==> src/rtl/mdio_master.sv <==
// mdio_master: Clause 22 MDIO master shared by a host register port and an
// optional autonomous BMSR link poller (build with MDIO_LINK_POLL_EN).
// Ports: sysclk, reset_n (async, active low); mdc, mdio_o, mdio_t, mdio_i
// pins; host_req/host_rd/host_phy/host_reg/host_wdata request in,
// host_ack/host_rdata completion out; busy; link_on (BMSR bit 2).
module mdio_master #(
    parameter int          CLK_DIV     = 20,
    parameter logic [23:0] POLL_PERIOD = 24'd2000000,
    parameter logic [4:0]  POLL_PHY    = 5'd1
) (
    input  logic        sysclk,
    input  logic        reset_n,
    output logic        mdc,
    output logic        mdio_o,
    output logic        mdio_t,
    input  logic        mdio_i,
    input  logic        host_req,
    input  logic        host_rd,
    input  logic [4:0]  host_phy,
    input  logic [4:0]  host_reg,
    input  logic [15:0] host_wdata,
    output logic        host_ack,
    output logic [15:0] host_rdata,
    output logic        busy,
    output logic        link_on
);

    typedef enum logic [1:0] {IDLE, PRE, FRAME, DONE} state_t;

    localparam int DW = $clog2(2 * CLK_DIV);

    state_t        state, state_d;
    logic [DW-1:0] div_cnt;
    logic [4:0]    bit_cnt;
    logic [31:0]   tx_sr;
    logic [15:0]   rx_sr;
    logic          cur_rd;
    logic          cur_poll;
    logic          poll_pend;
    logic          take_host;
    logic          take_poll;
    logic          mdc_rise;
    logic          mdc_fall;
    logic          bit_last;

    assign mdc_rise = (div_cnt == DW'(CLK_DIV - 1));
    assign mdc_fall = (div_cnt == DW'(2 * CLK_DIV - 1));
    assign bit_last = (bit_cnt == 5'd31);
    assign busy     = (state != IDLE);

    always_ff @(posedge sysclk or negedge reset_n) begin
        if (!reset_n) state <= IDLE;
        else          state <= state_d;
    end

    // Host wins arbitration, but not in the cycle its previous ack is
    // still visible; a poll may start in that cycle.
    always_comb begin
        state_d   = state;
        take_host = 1'b0;
        take_poll = 1'b0;
        unique case (state)
            IDLE: begin
                if (host_req && !host_ack) begin
                    take_host = 1'b1;
                    state_d   = PRE;
                end else if (poll_pend) begin
                    take_poll = 1'b1;
                    state_d   = PRE;
                end
            end
            PRE:     if (mdc_fall && bit_last) state_d = FRAME;
            FRAME:   if (mdc_fall && bit_last) state_d = DONE;
            DONE:    state_d = IDLE;
            default: state_d = IDLE;
        endcase
    end

    always_ff @(posedge sysclk or negedge reset_n) begin
        if (!reset_n) begin
            div_cnt    <= '0;
            bit_cnt    <= '0;
            tx_sr      <= '0;
            rx_sr      <= '0;
            cur_rd     <= 1'b0;
            cur_poll   <= 1'b0;
            mdc        <= 1'b0;
            mdio_o     <= 1'b1;
            mdio_t     <= 1'b1;
            host_ack   <= 1'b0;
            host_rdata <= '0;
        end else begin
            host_ack <= 1'b0;
            unique case (state)
                IDLE: begin
                    if (take_host || take_poll) begin
                        div_cnt  <= '0;
                        bit_cnt  <= '0;
                        mdc      <= 1'b0;
                        mdio_o   <= 1'b1;
                        mdio_t   <= 1'b0;
                        cur_poll <= take_poll;
                        cur_rd   <= take_poll | host_rd;
                        if (take_poll)
                            tx_sr <= {2'b01, 2'b10, POLL_PHY, 5'd1,
                                      2'b10, 16'h0000};
                        else if (host_rd)
                            tx_sr <= {2'b01, 2'b10, host_phy, host_reg,
                                      2'b10, 16'h0000};
                        else
                            tx_sr <= {2'b01, 2'b01, host_phy, host_reg,
                                      2'b10, host_wdata};
                    end
                end
                PRE, FRAME: begin
                    div_cnt <= mdc_fall ? '0 : div_cnt + DW'(1);
                    if (mdc_rise) mdc <= 1'b1;
                    // bit_cnt[4] marks frame bits 16..31, the data field
                    if (state == FRAME && mdc_rise && bit_cnt[4])
                        rx_sr <= {rx_sr[14:0], mdio_i};
                    if (mdc_fall) begin
                        mdc     <= 1'b0;
                        bit_cnt <= bit_cnt + 5'd1;
                        if (state == PRE) begin
                            if (bit_last) begin
                                mdio_o <= tx_sr[31];
                                tx_sr  <= {tx_sr[30:0], 1'b0};
                            end
                        end else if (bit_last) begin
                            mdio_o <= 1'b1;
                            mdio_t <= 1'b1;
                        end else begin
                            mdio_o <= tx_sr[31];
                            tx_sr  <= {tx_sr[30:0], 1'b0};
                            // release the line for TA on reads
                            if (cur_rd && bit_cnt == 5'd13)
                                mdio_t <= 1'b1;
                        end
                    end
                end
                DONE: begin
                    if (!cur_poll) begin
                        host_ack <= 1'b1;
                        if (cur_rd) host_rdata <= rx_sr;
                    end
                end
                default: ;
            endcase
        end
    end

`ifdef MDIO_LINK_POLL_EN
    logic [23:0] poll_cnt;
    logic        link_q;

    // An expiry on the same edge as a poll completing re-arms the poll.
    always_ff @(posedge sysclk or negedge reset_n) begin
        if (!reset_n) begin
            poll_cnt  <= '0;
            poll_pend <= 1'b0;
            link_q    <= 1'b0;
        end else begin
            if (state == DONE && cur_poll) begin
                poll_pend <= 1'b0;
                link_q    <= rx_sr[2];
            end
            if (poll_cnt == POLL_PERIOD - 24'd1) begin
                poll_cnt  <= '0;
                poll_pend <= 1'b1;
            end else begin
                poll_cnt <= poll_cnt + 24'd1;
            end
        end
    end

    assign link_on = link_q;
`else
    assign poll_pend = 1'b0 & (POLL_PERIOD == 24'd0);
    assign link_on   = 1'b0;
`endif

endmodule

==> config.mk <==
export PLATFORM = sky130hd
export DESIGN_NAME = mdio_master
export DESIGN_NICKNAME = d
export VERILOG_FILES = /design/src/rtl/mdio_master.sv
export SDC_FILE = /design/constraint.sdc
export NUM_CORES = 1
export LEC_CHECK = 0
export BUFFER_PORTS_ARGS = -buffer_cell sky130_fd_sc_hd__buf_2
export CAP_MARGIN = 20
export CORE_MARGIN = 2
export CORE_UTILIZATION = 57
export CTS_CLUSTER_SIZE = 40
export DETAILED_ROUTE_END_ITERATION = 6
export GPL_TIMING_DRIVEN = 0
export HOLD_SLACK_MARGIN = 0.05
export PLACE_DENSITY_LB_ADDON = 0.3
export SYNTH_ARGS = -nofsm -noshare
export SYNTH_HDL_FRONTEND = slang
export SYNTH_SLANG_ARGS = --single-unit
==> constraint.sdc <==
create_clock -name sysclk -period 2.85 [get_ports sysclk]
set_clock_uncertainty 0.1 [all_clocks]
set_input_delay 0 -clock sysclk [delete_from_list [all_inputs] [get_ports sysclk]]
set_output_delay 0 -clock sysclk [all_outputs]
set_load 0.005 [all_outputs]
==> summary.md <==
| Metric | Value |
|---|---|
| Run status | `finished clean` |
| Setup TNS | `0 ns` |
| Total CTS buffers | `9` |
| Total GRT Usage | `~22%` |
| FMAX | `418 MHz` |
| Ys async rst share | `100%` |
| NetSw | `1.78 mW` |
| Multi-input logic area | `about 1600 um2` |
| Sequential area share after synthesis | `53.5%` |
| Max-cap violation count | `0` |
| Root Driver | `clkbuf_8` |
| Final Critical Period | `between 2 and 2.5 ns` |
| Finish-stage setup viols | `0` |
| Final WS setup | `0.460 ns` |
| Synth Register Bits | `approximately 80` |
| Number of synthesized flops with an enable pin | `0` |
| Leakage power | `around 2.4 nW` |
| Switch share | `37.0%` |
| Die Y | `86.1 um` |
| Primary FF master, synth | `dfrtp_1` |
| Syn Area/Cell | `12.9 um2` |
| DP Worst Slack | `around 0.45 ns` |
| Crit path required time | `between 2 and 3 ns` |
| Post-CTS Setup Repair Bufs | `0` |
| DRT iter0 DRCs | `between 150 and 200` |
| Share of cells above drive strength 1 | `about two fifths` |
| PwrDens | `between 1000 and 1500 nW/um2` |
| Number of diodes | `0` |
| Crit. End Element | `flip-flop` |
| GRT Residual Overflow | `0` |
| Most frequent cells in the layout | `80 x dfrtp_1, 68 x mux2_2, 56 x buf_2, 31 x dlygate4sd3_1, 14 x nand2_1` |
| Num Clock Sinks | `between 80 and 90` |
| Register area | `2050 um2` |
| Yosys warns | `0` |
| DRC | `0` |
| CP max FO | `10` |
| Synth-to-layout area growth | `23.5%` |
| Slew at the pin with the worst max-slew slack | `0.561 ns` |
| Largest net degree at the start of global routing | `just under 50` |
| First-pass GRT wire length | `~13000 um` |
| Worst-skew pair later-pin latency | `0.34 ns` |
| Final ANT Viol Nets | `0` |
| Synthesized Nets | `roughly 340` |
| Vias post-DR | `~2700` |
| Antenna violations before repair | `0` |
| Endpoints failing hold | `0` |
| Final wirelength | `7740 um` |
| Worst-case vdd ir drop | `around 0.00064 V` |
| Met2 Use GR | `38.0%` |
| H-tree levels | `3` |
| Width of the die | `86.1 um` |
| Fin crit share | `between 80% and 90%` |
| Clk buf depth | `2` |
| Met1 usage | `~29%` |
| Part of the power in registers | `roughly 34%` |
| TritonCTS clock tree | `built` |
| Distinct cells, synth | `43` |
| Core footprint | `between 6000 and 7000 um2` |
| Total Nets Final | `approximately 430` |
| Reg2reg path depth | `6` |
| Vias in the first global route | `around 2700` |
| Clock power share | `18.8%` |
| Hold WS | `about 0.057 ns` |
| RSZ-0062 raised after global routing | `false` |
| Vias per cell | `between 5 and 6` |
| Wire length per cell | `about 16 um` |
| Syn Std Cell Area | `between 3000 and 4000 um2` |
| Cells after synthesis | `between 200 and 300` |
| Met3 usage | `under 10%` |
| Grt peak-use layer | `met2` |
| Clk slew on worst S/H paths | `approximately 0.08 ns` |
| Total die area | `7410 um2` |
| Ports | `between 50 and 60` |
| Max-Slew Margin vs Limit | `a little over three fifths` |
| IO Port Bufs | `51` |
| Filler instances | `around 420` |
| Comb power frac | `between 40% and 50%` |
| Overall Power | `between 4 and 5 mW` |
| Critical Path Start Type | `flip-flop` |
| Internal power | `between 3 and 4 mW` |
| Fin util | `73.8%` |
| Hpwl dp | `4960 um` |
| Slew Viols, Final | `0` |
| Most common cell after layout, fill and taps aside | `dfrtp_1` |
| Tightest Hold Check Type | `in2async` |
| Initial Util | `59.8%` |
| Critical path arrival | `between 2 and 3 ns` |
| Critical path type | `reg2reg` |
| Pre-antenna DRT Iters | `4` |
| Final Wtd Congestion | `between 0.8 and 0.9` |
| # rows | `29` |
-- cell usage after synthesis, types with 2 or more instances --
cell | count | area share, %
a21oi_1 | 11 | 1.4
a22o_1 | 12 | 2.7
a31oi_1 | 2 | 0.33
and3_1 | 2 | 0.33
and4b_1 | 2 | 0.52
buf_2 | 6 | 0.78
buf_6 | 6 | 1.8
clkbuf_1 | 4 | 0.39
dfrtp_1 | 80 | 52
dfstp_2 | 2 | 1.4
ha_1 | 10 | 3.3
inv_1 | 12 | 1.2
mux2_1 | 3 | 0.88
mux2_2 | 68 | 20
mux2i_1 | 7 | 1.8
nand2_1 | 14 | 1.4
nand2b_1 | 2 | 0.33
nand3_1 | 4 | 0.52
nor2_1 | 10 | 0.98
nor2b_1 | 3 | 0.49
nor3_1 | 2 | 0.26
nor3b_1 | 2 | 0.39
o21ai_0 | 10 | 1.3
o31ai_1 | 3 | 0.59
or4_1 | 3 | 0.59
-- repair_timing --
| item | in CTS | in global routing |
|---|---|---|
| endpoints found under the hold margin | 111 | 0 |
| resized for setup | 0 | 0 |
| hold buffers | 31 | 0 |
-- cell type report --
cell class,count,share of cell area (%)
buffer,17,2.53
clock buffer,11,2.77
clock inverter,4,1.64
inverter,12,0.950
multi-input combinational,187,34.2
sequential,82,43.3
tap,77,2.03
timing repair buffer,83,12.6
-- cells by family after synthesis --
group,synth area share (%)
flops,53.5
mux,22.7
simple gates,7.37
compound gates,8.80
buf+inv,4.30
fa+ha+maj,3.26
other cells,0.0977
-- worst max-delay path, stage by stage, from the launching register on --
cell      delay (ns)
dfrtp_1         0.40
inv_1           0.10
ha_1            0.31
buf_2           0.24
clkbuf_1        0.45
mux2_2          0.39
mux2_1          0.29
-- routing by layer --
| metal | part of all wire, % | up-vias | routed length (um) |
|---|---|---|---|
| met5 | 0 | - | 0 |
| met4 | 1.4 | 0 | 112 |
| met3 | 3.9 | 14 | 303 |
| met2 | 51 | 60 | 3950 |
| met1 | 44 | 1334 | 3370 |
| li1 | - | 1254 | - |
-- registers in the layout, summed over array words and instances (netlist names), 2 cells and up --
name,count
div_cnt,6
state,2
bit_cnt,5
tx_sr,32
host_rdata,16
rx_sr,16
-- final timing paths --
kind	start	endpoint	slack, ns
worst min register to register	tx_sr[23]	tx_sr[23]	0.40
worst max register to register	state[1]	tx_sr[24]	0.46
min in group sysclk	mdio_i	rx_sr[0]	0.32
worst min-delay path	reset_n	div_cnt[5]	0.06
worst max-delay path	state[1]	tx_sr[24]	0.46
max in group asynchronous	reset_n	mdio_o	1.96
-- power by group through the flow --
stage	sequential, mW	clock, mW	combinational [mW]
2_1_floorplan	1.58	0	1.76
3_3_place_gp	1.61	0	2.15
3_5_place_dp	1.63	0	2.23
4_1_cts	1.61	0.910	2.29
5_1_grt	1.64	0.964	2.50
6_report	1.61	0.906	2.29
-- metrics by stage --
step	instances	instance area, um2
after CTS	473	4740
after global placement	426	4190
after floorplan	298	3840
final	473	4740
after global routing	473	4740
after detailed placement	427	4220
Power figures use the tool's default switching activity.
